## src/rtl/decoder_pkg.sv

```systemverilog
// rtl/decoder_pkg.sv - opcode, size-code and decoded-entry definitions for the decode stage
package decoder_pkg;

    localparam logic [6:0] OPC_LOAD      = 7'b0000011;
    localparam logic [6:0] OPC_MISC_MEM  = 7'b0001111;
    localparam logic [6:0] OPC_OP_IMM    = 7'b0010011;
    localparam logic [6:0] OPC_AUIPC     = 7'b0010111;
    localparam logic [6:0] OPC_OP_IMM_32 = 7'b0011011;
    localparam logic [6:0] OPC_STORE     = 7'b0100011;
    localparam logic [6:0] OPC_OP        = 7'b0110011;
    localparam logic [6:0] OPC_LUI       = 7'b0110111;
    localparam logic [6:0] OPC_OP_32     = 7'b0111011;
    localparam logic [6:0] OPC_BRANCH    = 7'b1100011;
    localparam logic [6:0] OPC_JALR      = 7'b1100111;
    localparam logic [6:0] OPC_JAL       = 7'b1101111;
    localparam logic [6:0] OPC_SYSTEM    = 7'b1110011;

    localparam logic [2:0] SIZE_NONE   = 3'b000;
    localparam logic [2:0] SIZE_BYTE   = 3'b001;
    localparam logic [2:0] SIZE_HALF   = 3'b010;
    localparam logic [2:0] SIZE_WORD   = 3'b011;
    localparam logic [2:0] SIZE_DOUBLE = 3'b100;

    localparam logic [31:0] WORD_ECALL  = 32'h0000_0073;
    localparam logic [31:0] WORD_EBREAK = 32'h0010_0073;

    // Immediate is held at the widest supported XLEN; narrower stages use the low bits,
    // which are already correctly sign-extended.
    typedef struct packed {
        logic [4:0]  register1;
        logic [4:0]  register2;
        logic [4:0]  registerd;
        logic [6:0]  op_code;
        logic [2:0]  func3;
        logic [6:0]  func7;
        logic [63:0] immediate;
        logic [2:0]  mem_read;
        logic [2:0]  mem_write;
        logic        mem_unsigned;
        logic        reg_write;
        logic        branch;
        logic        jump;
        logic        illegal;
    } decoded_t;

    // Register-register ALU func7 legality, shared by OP and OP-32.
    function automatic logic op_func7_bad(input logic [6:0] func7, input logic [2:0] func3,
                                          input logic m_enabled);
        logic bad;
        case (func7)
            7'b0000000: bad = 1'b0;
            7'b0100000: bad = !((func3 == 3'b000) || (func3 == 3'b101));
            7'b0000001: bad = !m_enabled;
            default:    bad = 1'b1;
        endcase
        return bad;
    endfunction

endpackage

```

## src/rtl/decode_comb.sv

```systemverilog
// rtl/decode_comb.sv - combinational instruction word to decoded_t classifier
module decode_comb
    import decoder_pkg::*;
#(
    parameter int XLEN     = 32,
    parameter int ENABLE_M = 0
) (
    input  logic [31:0] instr_i,
    output decoded_t    dec_o
);

    localparam logic IS_RV64 = (XLEN == 64);
    localparam logic M_EN    = (ENABLE_M != 0);

    logic [6:0]  opc;
    logic [2:0]  f3;
    logic [6:0]  f7;
    logic [4:0]  rd;
    logic [63:0] imm_i, imm_s, imm_b, imm_u, imm_j;

    assign opc = instr_i[6:0];
    assign f3  = instr_i[14:12];
    assign f7  = instr_i[31:25];
    assign rd  = instr_i[11:7];

    assign imm_i = {{52{instr_i[31]}}, instr_i[31:20]};
    assign imm_s = {{52{instr_i[31]}}, instr_i[31:25], instr_i[11:7]};
    assign imm_b = {{52{instr_i[31]}}, instr_i[7], instr_i[30:25], instr_i[11:8], 1'b0};
    assign imm_u = {{32{instr_i[31]}}, instr_i[31:12], 12'h000};
    assign imm_j = {{44{instr_i[31]}}, instr_i[19:12], instr_i[20], instr_i[30:21], 1'b0};

    logic        supported;
    logic        bad;
    logic        illegal;
    logic        writes_rd;
    logic        is_branch;
    logic        is_jump;
    logic [2:0]  ld_size;
    logic [2:0]  st_size;
    logic [63:0] imm;

    // Per-opcode classification: immediate format, access size and encoding faults.
    always_comb begin
        supported = 1'b0;
        bad       = 1'b0;
        writes_rd = 1'b0;
        is_branch = 1'b0;
        is_jump   = 1'b0;
        ld_size   = SIZE_NONE;
        st_size   = SIZE_NONE;
        imm       = '0;
        case (opc)
            OPC_LOAD: begin
                supported = 1'b1;
                writes_rd = 1'b1;
                imm       = imm_i;
                case (f3)
                    3'b000, 3'b100: ld_size = SIZE_BYTE;
                    3'b001, 3'b101: ld_size = SIZE_HALF;
                    3'b010:         ld_size = SIZE_WORD;
                    3'b110: begin
                        ld_size = IS_RV64 ? SIZE_WORD : SIZE_NONE;
                        bad     = !IS_RV64;
                    end
                    3'b011: begin
                        ld_size = IS_RV64 ? SIZE_DOUBLE : SIZE_NONE;
                        bad     = !IS_RV64;
                    end
                    default:        bad = 1'b1;
                endcase
            end
            OPC_STORE: begin
                supported = 1'b1;
                imm       = imm_s;
                case (f3)
                    3'b000: st_size = SIZE_BYTE;
                    3'b001: st_size = SIZE_HALF;
                    3'b010: st_size = SIZE_WORD;
                    3'b011: begin
                        st_size = IS_RV64 ? SIZE_DOUBLE : SIZE_NONE;
                        bad     = !IS_RV64;
                    end
                    default: bad = 1'b1;
                endcase
            end
            OPC_BRANCH: begin
                supported = 1'b1;
                is_branch = 1'b1;
                imm       = imm_b;
                bad       = (f3 == 3'b010) || (f3 == 3'b011);
            end
            OPC_JAL: begin
                supported = 1'b1;
                writes_rd = 1'b1;
                is_jump   = 1'b1;
                imm       = imm_j;
            end
            OPC_JALR: begin
                supported = 1'b1;
                writes_rd = 1'b1;
                is_jump   = 1'b1;
                imm       = imm_i;
                bad       = (f3 != 3'b000);
            end
            OPC_LUI, OPC_AUIPC: begin
                supported = 1'b1;
                writes_rd = 1'b1;
                imm       = imm_u;
            end
            OPC_OP_IMM: begin
                supported = 1'b1;
                writes_rd = 1'b1;
                imm       = imm_i;
                // RV64 shifts use a 6-bit shamt, so only [31:26] carries the func code.
                if (f3 == 3'b001) begin
                    bad = IS_RV64 ? (instr_i[31:26] != 6'b000000) : (f7 != 7'b0000000);
                end else if (f3 == 3'b101) begin
                    bad = IS_RV64 ? !((instr_i[31:26] == 6'b000000) || (instr_i[31:26] == 6'b010000))
                                  : !((f7 == 7'b0000000) || (f7 == 7'b0100000));
                end
            end
            OPC_OP_IMM_32: begin
                supported = IS_RV64;
                writes_rd = 1'b1;
                imm       = imm_i;
                if (f3 == 3'b001) begin
                    bad = (f7 != 7'b0000000);
                end else if (f3 == 3'b101) begin
                    bad = !((f7 == 7'b0000000) || (f7 == 7'b0100000));
                end
            end
            OPC_OP: begin
                supported = 1'b1;
                writes_rd = 1'b1;
                bad       = op_func7_bad(f7, f3, M_EN);
            end
            OPC_OP_32: begin
                supported = IS_RV64;
                writes_rd = 1'b1;
                bad       = op_func7_bad(f7, f3, M_EN);
            end
            OPC_MISC_MEM: begin
                supported = 1'b1;
            end
            OPC_SYSTEM: begin
                supported = 1'b1;
                bad       = (instr_i != WORD_ECALL) && (instr_i != WORD_EBREAK);
            end
            default: begin
                supported = 1'b0;
            end
        endcase
    end

    assign illegal = !supported || bad || (instr_i == 32'h0000_0000) || (instr_i == 32'hFFFF_FFFF);

    // Assemble the entry; side-effect flags are suppressed for illegal encodings.
    always_comb begin
        dec_o              = '0;
        dec_o.register1    = instr_i[19:15];
        dec_o.register2    = instr_i[24:20];
        dec_o.registerd    = rd;
        dec_o.op_code      = opc;
        dec_o.func3        = f3;
        dec_o.func7        = f7;
        dec_o.immediate    = imm;
        dec_o.mem_read     = illegal ? SIZE_NONE : ld_size;
        dec_o.mem_write    = illegal ? SIZE_NONE : st_size;
        dec_o.mem_unsigned = (opc == OPC_LOAD) && f3[2];
        dec_o.reg_write    = writes_rd && (rd != 5'd0) && !illegal;
        dec_o.branch       = is_branch && !illegal;
        dec_o.jump         = is_jump && !illegal;
        dec_o.illegal      = illegal;
    end

endmodule

```

## src/rtl/decode_stage.sv

```systemverilog
// rtl/decode_stage.sv - registered decode stage with two-entry skid buffer and flush
module decode_stage
    import decoder_pkg::*;
#(
    parameter int XLEN     = 32,
    parameter int ENABLE_M = 0
) (
    input  logic            clock,
    input  logic            reset,
    input  logic            flush,
    input  logic            in_valid,
    output logic            in_ready,
    input  logic [31:0]     in_instruction,
    input  logic [XLEN-1:0] in_pc,
    output logic            out_valid,
    input  logic            out_ready,
    output logic [XLEN-1:0] out_pc,
    output logic [4:0]      out_register1,
    output logic [4:0]      out_register2,
    output logic [4:0]      out_registerd,
    output logic [6:0]      out_op_code,
    output logic [2:0]      out_func3,
    output logic [6:0]      out_func7,
    output logic [XLEN-1:0] out_immediate,
    output logic [2:0]      out_mem_read,
    output logic [2:0]      out_mem_write,
    output logic            out_mem_unsigned,
    output logic            out_reg_write,
    output logic            out_branch,
    output logic            out_jump,
    output logic            out_illegal
);

    decoded_t dec_w;

    decode_comb #(
        .XLEN     (XLEN),
        .ENABLE_M (ENABLE_M)
    ) u_decode_comb (
        .instr_i (in_instruction),
        .dec_o   (dec_w)
    );

    decoded_t        out_q, out_d;
    decoded_t        skid_q, skid_d;
    logic [XLEN-1:0] out_pc_q, out_pc_d;
    logic [XLEN-1:0] skid_pc_q, skid_pc_d;
    logic            out_valid_q, out_valid_d;
    logic            skid_valid_q, skid_valid_d;
    logic            in_fire;

    // Ready depends only on registered skid occupancy, never on out_ready.
    assign in_ready = !skid_valid_q;
    assign in_fire  = in_valid && in_ready;

    // Next-state: flush dominates; a free output slot takes the skid entry first, else the input.
    always_comb begin
        out_valid_d  = out_valid_q;
        out_d        = out_q;
        out_pc_d     = out_pc_q;
        skid_valid_d = skid_valid_q;
        skid_d       = skid_q;
        skid_pc_d    = skid_pc_q;
        if (flush) begin
            out_valid_d  = 1'b0;
            skid_valid_d = 1'b0;
        end else if (!out_valid_q || out_ready) begin
            if (skid_valid_q) begin
                out_valid_d  = 1'b1;
                out_d        = skid_q;
                out_pc_d     = skid_pc_q;
                skid_valid_d = 1'b0;
            end else if (in_fire) begin
                out_valid_d = 1'b1;
                out_d       = dec_w;
                out_pc_d    = in_pc;
            end else begin
                out_valid_d = 1'b0;
            end
        end else if (in_fire) begin
            skid_valid_d = 1'b1;
            skid_d       = dec_w;
            skid_pc_d    = in_pc;
        end
    end

    // State registers; reset also clears every data field.
    always_ff @(posedge clock) begin
        if (reset) begin
            out_valid_q  <= 1'b0;
            out_q        <= '0;
            out_pc_q     <= '0;
            skid_valid_q <= 1'b0;
            skid_q       <= '0;
            skid_pc_q    <= '0;
        end else begin
            out_valid_q  <= out_valid_d;
            out_q        <= out_d;
            out_pc_q     <= out_pc_d;
            skid_valid_q <= skid_valid_d;
            skid_q       <= skid_d;
            skid_pc_q    <= skid_pc_d;
        end
    end

    // Upper immediate bits are meaningless when XLEN is narrower than the stored width.
    logic unused_imm;
    assign unused_imm = ^out_q.immediate;

    assign out_valid        = out_valid_q;
    assign out_pc           = out_pc_q;
    assign out_register1    = out_q.register1;
    assign out_register2    = out_q.register2;
    assign out_registerd    = out_q.registerd;
    assign out_op_code      = out_q.op_code;
    assign out_func3        = out_q.func3;
    assign out_func7        = out_q.func7;
    assign out_immediate    = out_q.immediate[XLEN-1:0];
    assign out_mem_read     = out_q.mem_read;
    assign out_mem_write    = out_q.mem_write;
    assign out_mem_unsigned = out_q.mem_unsigned;
    assign out_reg_write    = out_q.reg_write;
    assign out_branch       = out_q.branch;
    assign out_jump         = out_q.jump;
    assign out_illegal      = out_q.illegal;

endmodule

```

## config.mk

```make
export PLATFORM = sky130hd
export DESIGN_NAME = decode_stage
export DESIGN_NICKNAME = d
export VERILOG_FILES = /design/src/rtl/decoder_pkg.sv /design/src/rtl/decode_comb.sv /design/src/rtl/decode_stage.sv
export SDC_FILE = /design/constraint.sdc
export NUM_CORES = 1
export LEC_CHECK = 0
export CAP_MARGIN = 10
export CORE_ASPECT_RATIO = 0.7
export CORE_UTILIZATION = 25
export CTS_BUF_LIST = sky130_fd_sc_hd__clkbuf_4
export DETAILED_ROUTE_END_ITERATION = 12
export PLACE_DENSITY = 0.45
export REMOVE_ABC_BUFFERS = 1
export SYNTH_ARGS = -nofsm -noshare
export SYNTH_HDL_FRONTEND = slang
export SYNTH_SLANG_ARGS = --single-unit
```

## constraint.sdc

```tcl
create_clock -name clock -period 2.2 [get_ports clock]
set_input_delay 0.33 -clock clock [delete_from_list [all_inputs] [get_ports clock]]
set_output_delay 0.33 -clock clock [all_outputs]
set_load 0.01 [all_outputs]
```

==> summary.txt <==
Status
  • Status: finished, final reports clean

Finish
  • Most common cell after layout, fill and taps aside: dfxtp_1
  • Layout cells sized above 1: 0.1597
  • # diodes: 0
  • Filler Cells Inserted: 3724
  • Most frequent cells in the layout: dfxtp_1 (211), nand2_1 (203), clkdlybuf4s50_1 (173), nor2_1 (103), a21oi_1 (102)
  • Area Overhead vs Synth: 42.91%
  • Fin nets: 1390

Min path
  • Hold path cells: 3
  • HP Class: input pin to flop

Logic synthesis
  • Top cell type's share of synthesized area: 0.4784
  • Main flop type after synthesis: dfxtp_1
  • Syn_area_per_cell: 8.292 um2
  • Seq/Total Area, Yosys: 0.4784
  • Post-synthesis cell type count: 54
  • Cells after Synth: 1070
  • Syn Std Cell Area: 8872 um2
  • EDFF count, synth: 0
  • Fraction of registers with async set/reset: 0
  • Area leader, netlist: dfxtp_1
  • Yosys reg bits: 212
  • Ys Warns: 0
  • Cells taking the most area after synthesis: dfxtp_1 (48%), nand2_1 (8.6%), mux2i_1 (7.3%), a211oi_1 (6.1%), a21oi_1 (5.8%)

Power and ir drop
  • Gate power share: 0.132
  • Sw Pwr: 2.376 mW
  • Pwr per Cell Area: 684.9 nW/um2
  • Sw frac: 0.2736
  • Maximum VDD drop: 0.0002751 V
  • Cell Int Power: 6.308 mW
  • Clock power frac: 0.402
  • Register share of total power: 0.466
  • Lkg Pwr: 4.333 nW

Placement
  • Detailed placement HPWL: 20020 um
  • Port bufs: 175
  • GPL Wtd Cong: 0.8262
  • Setup WS pre-CTS: -0.5200 ns

STA
  • Hold slack: 0.1890 ns
  • Min cycle time layout: 2.074 ns
  • RSZ-0062 raised after global routing: no
  • Worst Slack Setup Final: 0.1258 ns
  • Worst slew margin relative to its limit: 0.5893
  • Final hold vios: 0
  • Setup-failing EPs final: 0
  • Final worst path period share: 0.9428
  • Slew Limit Fails: 0
  • Fin Clk Skew: 0.02716 ns
  • Max frequency: 0.4821 GHz
  • Worst-margin pin slew: 0.6141 ns

Clock network
  • Max clock buf depth: 3
  • Root Buffer: clkbuf_4
  • CTS tree: yes
  • Reg clk slew, reported paths: 0.07 ns
  • H-tree Lvls: 2
  • Cts bufs inserted: 57
  • Worst skew pair latency: 0.71 ns
  • CTS sink cnt: 212

Routing
  • Post-route ant nets: 0
  • Via count: 8660
  • Wire per inst: 16.82 um
  • DR vias/cell: 4.714
  • Initial DRC Count: 508
  • Final wirelength: 30900 um
  • Drt drc: 0
  • 1st-pass router iterations: 5

Worst setup path
  • Largest stage delay, worst path: 0.55 ns
  • CP Capture Type: flop
  • Data arrival, critical path: 2.71 ns
  • Top delay family on crit path: simple AND/OR/NAND/NOR gates
  • Levels on crit path: 7
  • CP max-delay cell: or4_4
  • Worst Path Max Fanout: 4
  • Crit path buf inv count: 2
  • FF-to-FF path depth: 5
  • CP cell instances: clkdlybuf4s50_1, or4_4, nor4_2, a31oi_1, buf_4, or3_1, a21oi_1
  • CP Launch Type: input pin
  • Critical path type: input pin to flop
  • Worst EP required: 2.83 ns

Floorplanning
  • Die X: 227.2 um
  • Die Ht: 159.6 um
  • # rows: 57
  • I/O Pins: 178
  • Initial Utilization: 0.2549
  • Core Area: 34800 um2
  • DIE AREA: 36260 um2

Job
  • Max Cap Violations: 0

Global route
  • Number of global-route vias before repair: 8127
  • GRT Total Usage: 0.1710
  • Gr ovfl total: 0
  • Initial antenna violation count: 0
  • Largest net degree at the start of global routing: 66
  • First-pass GRT wire length: 48160 um
[layer usage]
layer,up-vias,global-route usage,wire length [um]
met2,250,0.2341,12510
li1,4340,-,-
met5,-,0,0
met4,0,0.05095,588
met1,4020,0.2574,15630
met3,50,0.04397,2177
[kinds of logic (layout without fill, tap and decap cells)]
logic type / after synthesis / count (layout) / share of synthesized area
compound gates: 294 / 294 / 0.2110
xor+xnor: 1 / 1 / 0.0009873
buf+inv: 104 / 398 / 0.04555
flops: 212 / 212 / 0.4784
mux: 65 / 65 / 0.07333
other cells: 1 / 2 / 0.0004227
simple gates: 393 / 393 / 0.1904
[synth_stat cells, drive strengths merged (2+ instances only)]
cell type,n
o21bai,3
clkbuf,94
nor2,103
nand2b,7
mux2i,65
nand4,3
nor3,13
dfxtp,212
and3,2
buf,7
a311oi,9
o21ai,54
or3,2
nand3,28
a21o,2
nand2,203
a21oi,102
a221oi,19
and2,7
or4,5
and4,2
a22oi,4
a31oi,12
a211oi,72
inv,3
nor4,7
o41ai,8
nor2b,5
[final timing paths]
check	startpoint	to	slack, ns
max	in_instruction[22]	skid_q[1]	0.13
min	in_pc[27]	skid_pc_q[27]	0.19
max reg2reg	out_valid	out_immediate[3]	0.19
min reg2reg	skid_q[103]	skid_q[103]	0.45
[metrics by stage]
stage / setup TNS (ns) / utilization / area [um2] / std cells / power (mW)
global route: 0 / 0.3643 / 12680 / 1837 / 9.206
finish: 0 / 0.3643 / 12680 / 1837 / 8.684
floorplan: -1283.07 / - / 8483 / 970 / 4.562
global placement: -12.82 / 0.3415 / 11880 / 1731 / 5.282
detailed placement: -14.05 / 0.3415 / 11880 / 1731 / 5.283
CTS: 0 / 0.3641 / 12670 / 1837 / 8.876
[power groups by stage]
stage	sequential [mW]	combinational, mW	clock, mW
after floorplan	4.19	0.374	0
after global placement	4.14	1.15	0
after detailed placement	4.14	1.14	0
after CTS	4.05	1.16	3.67
after global routing	4.07	1.25	3.89
final	4.05	1.14	3.49
[sequential cells by signal (all words and copies together), names as in the netlist, 2 cells and up]
name / flops
out_mem_read: 2
out_op_code: 7
skid_q: 73
out_register2: 5
out_func7: 7
out_register1: 5
out_immediate: 32
out_func3: 3
out_registerd: 5
out_mem_write: 2
skid_pc_q: 32
out_pc: 32
[timing repair]
action,in CTS,in global routing
gates cloned,2,0
pin swaps,0,0
hold endpoints to repair,25,0
hold buffers,1,0
gates resized for setup,2,1
setup endpoints to repair,1,11
setup buffers,0,0
[area by class of cell]
type | instances | area (um2) | share of cell area
Clock buffer | 85 | 638.1 | 0.05033
Clock inverter | 18 | 68.82 | 0.005427
Inverter | 3 | 11.26 | 0.0008881
Multi-Input combinational cell | 755 | 4270 | 0.3368
Sequential cell | 212 | 4248 | 0.3350
Tap cell | 472 | 590.6 | 0.04658
Timing Repair Buffer | 292 | 2853 | 0.2250
[worst register-to-register path: stages (launching register included)]
cell and delay (ns):
dfxtp_1 0.33, nor2b_1 0.14, or3_2 0.55, buf_4 0.30
buf_4 0.22, o41ai_1 0.36
No activity file was read; power rests on OpenSTA's default activity.
